File: config.mk
export PLATFORM = sky130hd
export DESIGN_NAME = ex_muldiv
export DESIGN_NICKNAME = d
export VERILOG_FILES = /design/src/rtl/ex_muldiv.sv
export SDC_FILE = /design/constraint.sdc
export NUM_CORES = 1
export LEC_CHECK = 0
export BUFFER_PORTS_ARGS = -buffer_cell sky130_fd_sc_hd__buf_2
export CAP_MARGIN = 20
export CORE_ASPECT_RATIO = 1.4
export CORE_UTILIZATION = 35
export CTS_CLUSTER_DIAMETER = 150
export CTS_CLUSTER_SIZE = 30
export DETAILED_ROUTE_END_ITERATION = 10
export PLACE_DENSITY = 0.59
export SLEW_MARGIN = 15
export SYNTH_ARGS = -nofsm -noshare
export SYNTH_HDL_FRONTEND = slang
export SYNTH_SLANG_ARGS = --single-unit
File: constraint.sdc
create_clock -name clk -period 4.3 [get_ports clk]
set_clock_uncertainty 0.05 [all_clocks]
set_input_delay 0.86 -clock clk [delete_from_list [all_inputs] [get_ports clk]]
set_output_delay 0.86 -clock clk [all_outputs]
set_load 0.02 [all_outputs]
File: src/rtl/ex_muldiv.sv
// ex_muldiv: iterative RV32M multiply/divide unit.
// One step per cycle: shift-add for multiply and restoring shift-subtract for
// divide, both working on magnitudes in a 2*XLEN-bit accumulator. The sign is
// applied to the result when it is written back.
//
// Ports:
//   clk, rst         clock, synchronous active-high reset
//   start_i          start request, only sampled in IDLE
//   func3_i          0 MUL, 1 MULH, 2 MULHSU, 3 MULHU, 4 DIV, 5 DIVU, 6 REM, 7 REMU
//   rs1_data_i       multiplicand / dividend
//   rs2_data_i       multiplier / divisor
//   rd_addr_i        destination register, latched at start
//   flush_i          abort the operation in progress, suppress write-back
//   busy_o           high whenever the unit is not IDLE
//   hold_flag_o      pipeline stall request (start-accept cycle and CALC)
//   rd_addr_o        write-back register address (DONE only)
//   rd_data_o        write-back data (DONE only)
//   rd_wr_en         one-cycle write-back strobe
//
// state | meaning
// IDLE  | waiting for start_i
// CALC  | one multiply/divide step per cycle, XLEN steps in total
// DONE  | result presented with rd_wr_en for one cycle
module ex_muldiv #(
  parameter int XLEN      = 32,
  parameter bit FAST_ZERO = 1'b1
) (
  input  logic            clk,
  input  logic            rst,
  input  logic            start_i,
  input  logic [2:0]      func3_i,
  input  logic [XLEN-1:0] rs1_data_i,
  input  logic [XLEN-1:0] rs2_data_i,
  input  logic [4:0]      rd_addr_i,
  input  logic            flush_i,
  output logic            busy_o,
  output logic            hold_flag_o,
  output logic [4:0]      rd_addr_o,
  output logic [XLEN-1:0] rd_data_o,
  output logic            rd_wr_en
);

  localparam int CW = $clog2(XLEN) + 1;

  typedef enum logic [1:0] {IDLE, CALC, DONE} state_t;

  state_t            state, state_nxt;
  logic [CW-1:0]     cnt;
  logic [2*XLEN-1:0] acc, acc_step, prod;
  logic [XLEN-1:0]   opnd;
  logic [XLEN-1:0]   a_raw;
  logic [2:0]        op;
  logic [4:0]        rd;
  logic              neg, div_zero;

  logic              accept, last_step;
  logic              in_a_neg, in_b_neg, in_neg, in_div0;
  logic [XLEN-1:0]   in_a_mag, in_b_mag;
  logic [XLEN:0]     mul_sum, rem_sh, div_diff;
  logic [XLEN-1:0]   result;

  assign accept    = (state == IDLE) && start_i && !flush_i;
  assign last_step = (cnt == CW'(XLEN - 1));

  // rs1 is signed for MUL/MULH/MULHSU/DIV/REM, rs2 for MUL/MULH/DIV/REM.
  // MUL low bits do not depend on signedness, so treating it as signed is safe.
  assign in_a_neg = rs1_data_i[XLEN-1] &&
                    (func3_i == 3'd0 || func3_i == 3'd1 || func3_i == 3'd2 ||
                     func3_i == 3'd4 || func3_i == 3'd6);
  assign in_b_neg = rs2_data_i[XLEN-1] &&
                    (func3_i == 3'd0 || func3_i == 3'd1 ||
                     func3_i == 3'd4 || func3_i == 3'd6);
  assign in_a_mag = in_a_neg ? -rs1_data_i : rs1_data_i;
  assign in_b_mag = in_b_neg ? -rs2_data_i : rs2_data_i;
  // Remainder follows the dividend sign; everything else is sign(a)^sign(b).
  assign in_neg   = (func3_i == 3'd6) ? in_a_neg : (in_a_neg ^ in_b_neg);
  assign in_div0  = func3_i[2] && (rs2_data_i == '0);

  // Multiply: acc = {partial, multiplier}; add multiplicand on LSB, shift right.
  // Divide:   acc = {remainder, dividend/quotient}; shift left, trial subtract.
  assign mul_sum  = {1'b0, acc[2*XLEN-1:XLEN]} + (acc[0] ? {1'b0, opnd} : '0);
  assign rem_sh   = acc[2*XLEN-1:XLEN-1];
  assign div_diff = rem_sh - {1'b0, opnd};

  always_comb begin
    acc_step = {mul_sum, acc[XLEN-1:1]};
    if (op[2]) begin
      if (div_diff[XLEN]) acc_step = {rem_sh[XLEN-1:0], acc[XLEN-2:0], 1'b0};
      else                acc_step = {div_diff[XLEN-1:0], acc[XLEN-2:0], 1'b1};
    end
  end

  always_comb begin
    state_nxt = state;
    if (flush_i) begin
      state_nxt = IDLE;
    end else begin
      case (state)
        IDLE:    if (start_i) state_nxt = (FAST_ZERO && in_div0) ? DONE : CALC;
        CALC:    if (last_step) state_nxt = DONE;
        DONE:    state_nxt = IDLE;
        default: state_nxt = IDLE;
      endcase
    end
  end

  always_ff @(posedge clk) begin
    if (rst) begin
      state    <= IDLE;
      cnt      <= '0;
      acc      <= '0;
      opnd     <= '0;
      a_raw    <= '0;
      op       <= '0;
      rd       <= '0;
      neg      <= 1'b0;
      div_zero <= 1'b0;
    end else begin
      state <= state_nxt;
      if (accept) begin
        cnt      <= '0;
        op       <= func3_i;
        rd       <= rd_addr_i;
        a_raw    <= rs1_data_i;
        neg      <= in_neg;
        div_zero <= in_div0;
        acc      <= {{XLEN{1'b0}}, (func3_i[2] ? in_a_mag : in_b_mag)};
        opnd     <= func3_i[2] ? in_b_mag : in_a_mag;
      end else if (state == CALC) begin
        acc <= acc_step;
        cnt <= cnt + CW'(1);
      end
    end
  end

  // Zero divisor is resolved from the flag, so the result is right whether
  // or not the iterations were skipped. Signed overflow needs no special case:
  // |-2^(XLEN-1)| / 1 negated wraps back to -2^(XLEN-1) with remainder 0.
  always_comb begin
    prod   = neg ? -acc : acc;
    result = '0;
    if (!op[2])        result = (op[1:0] == 2'b00) ? prod[XLEN-1:0] : prod[2*XLEN-1:XLEN];
    else if (div_zero) result = op[1] ? a_raw : '1;
    else if (op[1])    result = neg ? -acc[2*XLEN-1:XLEN] : acc[2*XLEN-1:XLEN];
    else               result = neg ? -acc[XLEN-1:0] : acc[XLEN-1:0];
  end

  assign busy_o      = (state != IDLE);
  assign hold_flag_o = accept || (state == CALC);
  assign rd_wr_en    = (state == DONE) && !flush_i;
  assign rd_addr_o   = rd_wr_en ? rd : '0;
  assign rd_data_o   = rd_wr_en ? result : '0;

endmodule

==> results of run 1 <==
==> synth_stat cells (all sizes together), types with 5 or more instances <==
| cell | count | share of area, % |
|---|---|---|
| a31oi | 21 | 0.86 |
| o221ai | 29 | 1.7 |
| o31ai | 29 | 1.5 |
| a211oi | 20 | 1.1 |
| a21o | 32 | 1.6 |
| nor3 | 44 | 1.6 |
| nand3 | 26 | 0.85 |
| a21oi | 234 | 7.7 |
| dfxtp | 146 | 19 |
| nand2b | 15 | 0.62 |
| o21a | 10 | 0.49 |
| a311oi | 9 | 0.60 |
| nor2b | 17 | 0.70 |
| xor2 | 97 | 5.6 |
| mux2 | 12 | 0.91 |
| o41ai | 18 | 1.2 |
| nand2 | 294 | 7.2 |
| nand4 | 25 | 1.1 |
| ha | 69 | 5.7 |
| o21ai | 164 | 5.4 |
| inv | 69 | 1.7 |
| nor4 | 18 | 0.98 |
| or4 | 18 | 0.99 |
| nor2 | 203 | 5.0 |
| a31o | 5 | 0.29 |
| or3 | 22 | 0.94 |
| and2 | 13 | 0.53 |
| xnor2 | 107 | 6.2 |
| o211ai | 56 | 2.8 |
| and3 | 19 | 0.78 |
| or2 | 9 | 0.39 |
| clkbuf | 136 | 3.4 |
| o21bai | 11 | 0.54 |
| mux2i | 68 | 4.5 |
| buf | 29 | 1.1 |
| o22ai | 23 | 0.95 |
==> worst max-delay path by stage <==
stage          cells after the start            startpoint  slack [ns]             to
2_1_floorplan                      9  acc[15]$_SDFFE_PP0P_        0.48  rd_data_o[27]
3_3_place_gp                      10  acc[15]$_SDFFE_PP0P_        0.39  rd_data_o[27]
3_5_place_dp                      10  acc[15]$_SDFFE_PP0P_        0.36  rd_data_o[27]
4_1_cts                           10  acc[47]$_SDFFE_PP0P_      -0.007  rd_data_o[27]
5_1_grt                           10  acc[10]$_SDFFE_PP0P_       -0.06  rd_data_o[29]
6_report                          10   acc[2]$_SDFFE_PP0P_        0.02  rd_data_o[26]
==> layout make-up <==
class,instances,area share (%)
multi-input combinational,1791,66.8
sequential,146,17.1
timing repair buffer,197,7.18
tap,552,4.01
clock buffer,18,2.62
inverter,70,1.53
clock inverter,14,0.792
==> registers in the layout, indices dropped and copies added (netlist names) <==
register  cells
acc          64
cnt           6
neg           1
state         2
a_raw        32
rd            5
op            3
opnd         32
div_zero      1
==> what timing repair did <==
action	4_1_cts	5_1_grt
setup buffers	1	5
cloned	0	0
gates resized for setup	6	30
setup endpoints to repair	5	20
hold buffers	0	0
pin swaps	0	11
==> metal layers <==
layer / part of all wire, % / vias up
met1: 39 / 8126
met3: 6.6 / 202
met5: 0 / -
li1: - / 7908
met2: 47 / 806
met4: 7.5 / 0
==> where the power goes <==
part | switching, mW | internal, mW
sequential | 0.106 | 1.43
clock | 0.748 | 0.806
combinational | 1.18 | 0.682
total | 2.03 | 2.91
==> cells by family after synthesis <==
logic type	after synthesis	synth area share [%]
multiplexers	81	5.53
buffers and inverters	236	6.27
AND/OR/NAND/NOR	731	22.1
flip-flops	146	19.2
AO/OA/AOI/OAI	704	29.2
adder cells (fa/ha/maj)	71	5.93
XOR/XNOR	204	11.7
==> worst max-delay path: cells and delay by family (launching register included) <==
family / cells / cell delay, ns
AOI/OAI and AO/OA: 3 / 0.61
buffers and inverters: 1 / 0.21
muxes: 1 / 0.14
xor gates and xnor gates: 1 / 0.32
and+or+nand+nor: 4 / 1.27
DFF: 1 / 0.38
==> metrics by stage <==
step                setup TNS [ns]  cell area (um^2)  worst slack, ns
floorplan                        0             15200            0.482
finish                           0             17200           0.0191
global placement                 0             16400            0.386
detailed placement               0             16400            0.360
global route                -0.117             17200          -0.0568
CTS                       -0.00727             17100         -0.00727
==> cell usage in the layout, fill, tap and decap left out, types with 11 or more instances in the layout <==
cell type / netlist / layout
dfxtp_1: 146 / 138
xnor2_1: 107 / 106
ha_1: 69 / 69
a21o_1: 32 / 32
nor2b_1: 17 / 15
and3_1: 19 / 19
o22ai_1: 23 / 22
o41ai_1: 16 / 12
a31oi_1: 21 / 21
clkbuf_16: 0 / 18
nand3_1: 26 / 26
and2_1: 13 / 13
o21ai_0: 155 / 151
buf_2: 8 / 112
o31ai_1: 28 / 26
nand4_1: 24 / 24
buf_4: 0 / 82
nand2b_1: 15 / 15
o211ai_1: 56 / 56
nand2_1: 294 / 294
inv_1: 69 / 69
mux2i_1: 68 / 68
a211oi_1: 17 / 15
or3_1: 21 / 20
or4_1: 14 / 11
o21bai_1: 11 / 11
a21oi_1: 234 / 234
o221ai_1: 29 / 29
nor2_1: 203 / 200
nor3_1: 41 / 39
xor2_1: 97 / 97
nor4_1: 15 / 14
o21ai_1: 9 / 13
==> flow_metrics.py, run 1 <==
metrics = {
    "timing": {
        "finalSetupViolCount": 0,
        "max_freq_mhz": 234,
        "max-slew-margin-rel_pct": 25.8,
        "rsz0062_at_grt": "true",
        "tightest_slew_ns": 1.11,
        "hold_viol": 0,
        "whs_ns": 0.403,
        "period_share_pct": 99.6,
        "period_needed_ns": 4.28,
        "drv_slew": 0,
    },
    "global_route": {
        "top_usage_layer": "met2",
        "grt.overflow.total": 0,
        "use_met2_pct": 48.2,
        "grt_use_met1_pct": 35.6,
        "grt_max_degree": 87,
        "grt_pass1_vias": 15900,
        "grt_pass1_wl_um": 97700,
        "grtUsageTotal_pct": 29.2,
        "antenna_found_initial": 0,
        "grt_util_met3_pct": 3.28,
    },
    "cells_and_area": {
        "layout-drive-gt1-share_pct": 13.4,
        "fin_cells": 2788,
        "final.fill_count": 4606,
        "final_util_pct": 40.0,
        "register_area_um2": 2940,
        "diodes": 0,
        "fin_nets": 2370,
        "multiInputGateArea_um2": 11500,
        "syn_to_final_growth_pct": 13.1,
    },
    "floorplanning": {
        "fp.dieW_um": 178,
        "die_area_um2": 44300,
        "core_um2": 43000,
        "dieHeight_um": 249,
        "initial_utilization_pct": 35.4,
        "rows": 90,
        "io_pins": 116,
    },
    "logic_synthesis": {
        "mappedNetlistArea_um2": 15200,
        "synthArstFlopShare_pct": 0,
        "synth_ff_type": "dfxtp_1",
        "ys_types": 82,
        "syn_avg_cell_area_um2": 7.01,
        "synth_fp_nets": 2320,
        "syn_inst": 2173,
        "synth-edff-count": 0,
        "seq_area_frac_synth_pct": 19.2,
        "synth_seq_cells": 146,
        "yosys_warnings": 0,
    },
    "setup_path": {
        "crit_type": "register to output port",
        "worstPathMaxFanout": 8,
        "start_kind": "register",
        "worstPathCellList": "or3_4, or3_1, nor2_1, nand3_1, o31ai_2, xor2_1, mux2i_1, o221ai_1, o21ai_0, buf_2",
        "crit_required_ns": 3.39,
        "r2r-start": "acc[0]$_SDFFE_PP0P_",
        "cp.arrival_ns": 3.37,
        "slowest_delay_ns": 0.46,
        "reg2reg_depth": 12,
        "slowest_stage": "or3_4",
        "r2r-end": "acc[59]$_SDFFE_PP0P_",
        "worstSetupEndpointType": "output port",
        "rrSetupSlack_ns": 0.49,
    },
    "clock_tree": {
        "cts_inserted_buffers": 17,
        "cts_tree": "done",
        "htree_num_levels": 4,
        "cts_buffer_depth": 2,
        "clkLatencyLatePin_ns": 0.46,
        "clkTransAtPathRegs_ns": 0.08,
        "cts_sinks": 146,
        "cts-root-buf": "clkbuf_16",
    },
    "job": {
        "drv_cap": 0,
    },
    "route": {
        "post_drt_wl_per_cell_um": 23.5,
        "drt_iter0_drc": 1521,
        "viasPerCell": 6.11,
        "drtPass1Iterations": 6,
        "routed_wl_um": 65400,
        "drc_errors": 0,
        "ant_nets": 0,
        "vias": 17000,
    },
    "power": {
        "power.total_mw": 4.95,
        "powerDensity_nw_per_um2": 287,
        "cellLeakagePower_nw": 6.83,
        "peakVddDrop_mv": 0.229,
    },
    "placed_design": {
        "gp_congestion": 1.02,
        "port_buffers": 115,
        "dp_hpwl_um": 51400,
        "dp_cells": 2750,
    },
    "hold_path": {
        "whs_endpoint": "rd[4]$_SDFFE_PP0P_",
        "min_from": "rd[4]$_SDFFE_PP0P_",
        "worstHoldPathCells": 2,
        "holdCritPathClass": "register to register",
    },
    "run_status": {
        "outcome": "complete, no violations",
    },
}
No activity file was read; power rests on OpenSTA's default activity.
==> inputs of run 2 (changes only) <==
--- a/config.mk
+++ b/config.mk
@@ -9,7 +9,7 @@
 export CAP_MARGIN = 20
 export CORE_ASPECT_RATIO = 1.4
 export CORE_UTILIZATION = 35
-export CTS_CLUSTER_DIAMETER = 150
+export CTS_BUF_LIST = sky130_fd_sc_hd__clkbuf_4
 export CTS_CLUSTER_SIZE = 30
 export DETAILED_ROUTE_END_ITERATION = 10
 export PLACE_DENSITY = 0.59
==> run 2 against run 1 <==
Net effect:
- the run now ends with setup timing left
- die area unchanged
- sequential cell count stayed put
- wire length up 0.56%
- critical endpoint is now rd_data_o[29]
- largest power group unchanged
==> flow_metrics.py, run 2 (synthesis results as in run 1) <==
metrics = {
    "global_route": {
        "grt.overflow.total": 0,
        "antenna_found_initial": 1,
        "grt_pass1_wl_um": 98300,
        "grt_max_degree": 87,
        "grtUsageTotal_pct": 29.4,
        "grt_pass1_vias": 16100,
    },
    "floorplanning": {
        "rows": 90,
        "dieHeight_um": 249,
        "core_um2": 43000,
        "initial_utilization_pct": 35.4,
        "io_pins": 116,
        "fp.dieW_um": 178,
        "die_area_um2": 44300,
    },
    "cells_and_area": {
        "syn_to_final_growth_pct": 13.8,
        "layout-drive-gt1-share_pct": 15.5,
        "top_regs": "acc (64), a_raw (32), opnd (32)",
        "regMostFlops": "acc",
        "largest_reg_flops": 64,
        "layout_common_cells": "293 x nand2_1, 233 x a21oi_1, 198 x nor2_1",
        "final_common_cell": "nand2_1",
        "fin_nets": 2384,
    },
    "timing": {
        "max_freq_mhz": 228,
        "period_needed_ns": 4.38,
        "fin_ws_ns": -0.0848,
        "rsz0062_at_grt": "true",
        "finalSetupViolCount": 7,
        "whs_ns": 0.371,
        "period_share_pct": 102,
        "tightest_slew_ns": 1.07,
        "hold_viol": 0,
        "max-slew-margin-rel_pct": 28.7,
        "drv_slew": 0,
    },
    "clock_tree": {
        "htree_num_levels": 4,
        "clkLatencyLatePin_ns": 0.65,
        "cts_sinks": 146,
        "cts_tree": "done",
        "cts_inserted_buffers": 17,
        "cts_buffer_depth": 2,
        "cts-root-buf": "clkbuf_4",
        "clkTransAtPathRegs_ns": 0.19,
    },
    "setup_path": {
        "worstPathCellList": "or4_4, nor4_4, nand4_2, or3_4, or2_4, o31ai_4, xnor2_2, nand3_1, o211ai_1, buf_4",
        "start_kind": "register",
        "rrSetupSlack_ns": 0.48,
        "worst_path_dominant_cell_family": "simple AND/OR/NAND/NOR gates",
        "crit_required_ns": 3.39,
        "cp_num_buf_inv": 1,
        "worstPathMaxFanout": 5,
        "worstSetupEndpointType": "output port",
        "slowest_stage": "or4_4",
        "crit_type": "register to output port",
        "slowest_delay_ns": 0.55,
        "cp.arrival_ns": 3.47,
    },
    "route": {
        "drc_errors": 0,
        "viasPerCell": 6.11,
        "vias": 17100,
        "drt_iter0_drc": 1663,
        "drtPass1Iterations": 6,
        "ant_nets": 0,
        "post_drt_wl_per_cell_um": 23.5,
        "routed_wl_um": 65800,
    },
    "job": {
        "drv_cap": 0,
    },
    "power": {
        "powerDensity_nw_per_um2": 257,
        "cellLeakagePower_nw": 6.85,
        "peakVddDrop_mv": 0.139,
        "power.total_mw": 4.45,
    },
    "placed_design": {
        "dp_hpwl_um": 51400,
        "port_buffers": 115,
        "gp_congestion": 1.02,
    },
    "hold_path": {
        "holdCritPathClass": "input pin to register",
    },
    "run_status": {
        "failed_checks": "setup timing",
        "outcome": "complete, but fails checks",
    },
}
[run 2: changes by cell type in the layout (fill, tap and decap cells not counted), moves of 3 or more]
cell       change
o21ai_0        -9
buf_2          -9
dfxtp_1        -8
dfxtp_4        +6
clkbuf_4      +17
clkbuf_16     -18
o41ai_4        +3
xnor2_1        -4
nor2_4         +3
xnor2_2        +4
buf_4         +20
o21ai_1        +7
buf_6          +3
[run 2: timing repair]
action / in CTS / in global routing
endpoints found under the hold margin: 0 / 0
hold buffers: 0 / 0
setup buffers: 10 / 10
cloned: 0 / 0
resized for setup: 50 / 60
pin swaps: 10 / 18
endpoints found under the setup margin: 29 / 30
[run 2: final timing paths]
path                             start                   end  depth (start not counted)
setup / recovery   acc[6]$_SDFFE_PP0P_         rd_data_o[29]                         10
setup reg to reg  acc[32]$_SDFFE_PP0P_  acc[61]$_SDFFE_PP0P_                         13
hold / removal            rd_addr_i[4]    rd[4]$_SDFFE_PP0P_                          3
hold reg to reg     rd[4]$_SDFFE_PP0P_    rd[4]$_SDFFE_PP0P_                          2
[run 2: stage by stage]
| step | instance area (um^2) | cells | setup TNS, ns | utilization, % | worst slack [ns] |
|---|---|---|---|---|---|
| 3_3_place_gp | 16400 | 2750 | 0 | 38.2 | 0.386 |
| 3_5_place_dp | 16400 | 2750 | 0 | 38.2 | 0.360 |
| 5_1_grt | 17300 | 2803 | -1.94 | 40.3 | -0.231 |
| 2_1_floorplan | 15200 | 2173 | 0 | - | 0.482 |
| 6_report | 17300 | 2803 | -0.246 | 40.3 | -0.0848 |
| 4_1_cts | 17000 | 2792 | -0.315 | 39.5 | -0.117 |
[run 2: layer usage]
layer	vias up	part of all wire (%)	global-route usage, %
met1	8109	38	35.4
li1	7950	-	-
met3	209	7.0	3.60
met4	0	7.6	19.1
met2	862	47	48.6
met5	-	0	0
[run 2: cell type report]
| cell class | instances | area [um^2] |
|---|---|---|
| fill | 4616 | 25700 |
| multi-input combinational | 1791 | 11700 |
| sequential | 146 | 2960 |
| timing repair buffer | 211 | 1380 |
| tap | 552 | 691 |
| inverter | 70 | 263 |
| clock inverter | 15 | 166 |
| clock buffer | 17 | 128 |
| antenna | 1 | 2.50 |
[run 2: worst reg2reg max path, stage by stage (launching register included)]
cell and delay [ns]:
dfxtp_1 0.42, buf_4 0.20, inv_1 0.13, fa_1 0.49
nand2b_1 0.18, a21oi_1 0.30, o21ai_1 0.19, o21ai_0 0.32
a31oi_1 0.20, nor4_4 0.33, buf_12 0.29, nand2_1 0.28
a21o_1 0.26, o2111a_1 0.12
[run 2: where the power goes]
group / total [mW] / switching, mW / internal, mW / leakage [nW]
combinational: 1.92 / 1.21 / 0.714 / 5.49
sequential: 1.53 / 0.104 / 1.43 / 1.20
clock: 0.991 / 0.673 / 0.319 / 0.156
==> inputs of run 3 (changes only) <==
--- a/config.mk
+++ b/config.mk
@@ -13,6 +13,7 @@
 export CTS_CLUSTER_SIZE = 30
 export DETAILED_ROUTE_END_ITERATION = 10
 export PLACE_DENSITY = 0.59
+export REMOVE_ABC_BUFFERS = 1
 export SLEW_MARGIN = 15
 export SYNTH_ARGS = -nofsm -noshare
 export SYNTH_HDL_FRONTEND = slang
==> run 3 against run 2 <==
Net effect:
- the flow still finishes with violations (setup timing)
- die area did not move
- maximum frequency fell by 2.3%
- combinational power rose by 2%
- sequential share of layout area fell by 0.59 points
- clock power barely moved
- register-to-register slack got worse by 0.05 ns
- setup slack got worse by 0.10 ns
- total power rose by 0.80%
- critical path type unchanged
- largest power group unchanged
==> flow_metrics.py, run 3 (synthesis results as in run 1) <==
metrics = {
    "placed_design": {
        "pre_cts_ws_ns": 0.147,
        "port_buffers": 115,
        "dp_hpwl_um": 48600,
        "gp_congestion": 0.983,
        "dpl_cell_area_um2": 16600,
    },
    "clock_tree": {
        "clkTransAtPathRegs_ns": 0.13,
        "cts_sinks": 146,
        "cts_tree": "done",
        "cts_inserted_buffers": 17,
        "cts-root-buf": "clkbuf_4",
        "clkLatencyLatePin_ns": 0.67,
        "htree_num_levels": 4,
        "cts_buffer_depth": 2,
    },
    "floorplanning": {
        "die_area_um2": 44300,
        "core_um2": 43000,
        "fp.dieW_um": 178,
        "dieHeight_um": 249,
        "rows": 90,
        "initial_utilization_pct": 35.4,
        "io_pins": 116,
    },
    "setup_path": {
        "worstSetupEndpointType": "output port",
        "critPathLaunch": "acc[7]$_SDFFE_PP0P_",
        "cp.arrival_ns": 3.58,
        "worstPathMaxFanout": 5,
        "crit_type": "register to output port",
        "crit_required_ns": 3.39,
        "reg2reg_depth": 12,
        "start_kind": "register",
        "rrSetupSlack_ns": 0.43,
        "r2r-end": "acc[59]$_SDFFE_PP0P_",
        "endpoint": "rd_data_o[29]",
        "r2r-start": "acc[0]$_SDFFE_PP0P_",
    },
    "power": {
        "power.switching_mw": 1.87,
        "sw_frac_of_total_pct": 41.6,
        "pwr-share-clk_pct": 22.2,
        "power.total_mw": 4.48,
        "powerDensity_nw_per_um2": 249,
        "cellLeakagePower_nw": 7.09,
        "comb_power_share_pct": 43.8,
        "internal-power_mw": 2.62,
        "peakVddDrop_mv": 0.205,
        "p_seq_share_pct": 34.0,
    },
    "cells_and_area": {
        "fin_nets": 2417,
        "fin_area_um2": 18000,
        "top_regs": "acc (64), a_raw (32), opnd (32)",
        "syn_to_final_growth_pct": 18.2,
        "final_util_pct": 41.8,
        "layout-drive-gt1-share_pct": 18.7,
        "regMostFlops": "acc",
        "layout_common_cells": "287 x nand2_1, 228 x a21oi_1, 194 x nor2_1",
        "final_common_cell": "nand2_1",
        "largest_reg_flops": 64,
    },
    "timing": {
        "max_freq_mhz": 223,
        "drv_slew": 0,
        "tightest_slew_ns": 0.948,
        "period_share_pct": 104,
        "max-slew-margin-rel_pct": 36.8,
        "hold_viol": 0,
        "period_needed_ns": 4.49,
        "finalSetupViolCount": 14,
        "fin_ws_ns": -0.187,
        "rsz0062_at_grt": "true",
    },
    "global_route": {
        "grt_pass1_vias": 16200,
        "grt.overflow.total": 0,
        "antenna_found_initial": 1,
        "grt_max_degree": 83,
        "grtUsageTotal_pct": 27.9,
        "grt_pass1_wl_um": 94600,
    },
    "route": {
        "vias": 16800,
        "drtPass1Iterations": 5,
        "ant_nets": 0,
        "routed_wl_um": 62100,
        "drc_errors": 0,
        "drt_iter0_drc": 1275,
        "viasPerCell": 5.91,
        "post_drt_wl_per_cell_um": 21.9,
    },
    "run_status": {
        "outcome": "complete, but fails checks",
        "failed_checks": "setup timing",
    },
    "hold_path": {
        "holdCritPathClass": "input pin to register",
    },
    "job": {
        "drv_cap": 0,
    },
}
==> run 3: cell types whose count changed in the layout (fill, tap and decap cells not counted), sizes merged <==
cell,previous run,this run
buf,211,244
inv,79,70
clkinv,3,10
bufinv,1,3
clkbuf,17,18
clkinvlp,2,1
==> run 3: what timing repair did <==
action | in CTS | in global routing
gates resized for setup | 129 | 79
endpoints found under the hold margin | 0 | 0
setup buffers | 17 | 20
pin swaps | 29 | 47
hold buffers | 0 | 0
setup endpoints to repair | 31 | 29
==> run 3: through the flow <==
step / TNS [ns] / instances / hold WS (ns)
finish: -1.23 / 2836 / 0.388
global route: -2.77 / 2836 / 0.379
floorplan: -89.22 / 2007 / 0.376
global placement: 0 / 2766 / 0.390
detailed placement: 0 / 2766 / 0.395
CTS: -1.91 / 2815 / 0.333
==> run 3: per-layer routing <==
metal	global-route usage, %	up-vias	routed length [um]
met5	0	-	0
met2	48.4	540	31100
met1	32.2	8071	24200
met3	2.95	157	2850
li1	-	8005	-
met4	17.8	0	3970
==> run 3: how the worst min path moves through the flow <==
stage / endpoint / cells past startpoint / startpoint / slack, ns
floorplan: opnd[14]$_SDFFE_PP0P_ / 2 / opnd[14]$_SDFFE_PP0P_ / 0.38
global placement: rd[3]$_SDFFE_PP0P_ / 2 / rd[3]$_SDFFE_PP0P_ / 0.39
detailed placement: rd[0]$_SDFFE_PP0P_ / 2 / rd[0]$_SDFFE_PP0P_ / 0.39
CTS: rd[4]$_SDFFE_PP0P_ / 3 / rd_addr_i[4] / 0.33
global route: rd[3]$_SDFFE_PP0P_ / 3 / rd_addr_i[3] / 0.38
finish: rd[4]$_SDFFE_PP0P_ / 3 / rd_addr_i[4] / 0.39
==> run 3: layout make-up <==
type / count / area [um^2]
Clock inverter: 14 / 164
Antenna cell: 1 / 2.50
Multi-Input combinational cell: 1791 / 12000
Sequential cell: 146 / 2970
Clock buffer: 18 / 135
Tap cell: 552 / 691
Inverter: 70 / 264
Fill cell: 4558 / 25000
Timing Repair Buffer: 244 / 1770
==> run 3: worst max-delay path, stage by stage, from the launching register on <==
cell      delay [ns]
dfxtp_4         0.38
or4_4           0.54
nor4_4          0.26
nand4_2         0.19
or3_4           0.46
or2_4           0.27
o31ai_4         0.18
xnor2_1         0.16
nand3_1         0.14
o211ai_1        0.17
buf_4           0.19
==> run 3: power by group through the flow <==
stage          Sequential [mW]  Combinational [mW]  Clock [mW]
5_1_grt                   1.53                2.13        1.06
3_5_place_dp              1.55                1.79           0
2_1_floorplan             1.54                1.16           0
3_3_place_gp              1.55                1.77           0
6_report                  1.52                1.96       0.994
4_1_cts                   1.52                1.89        1.01
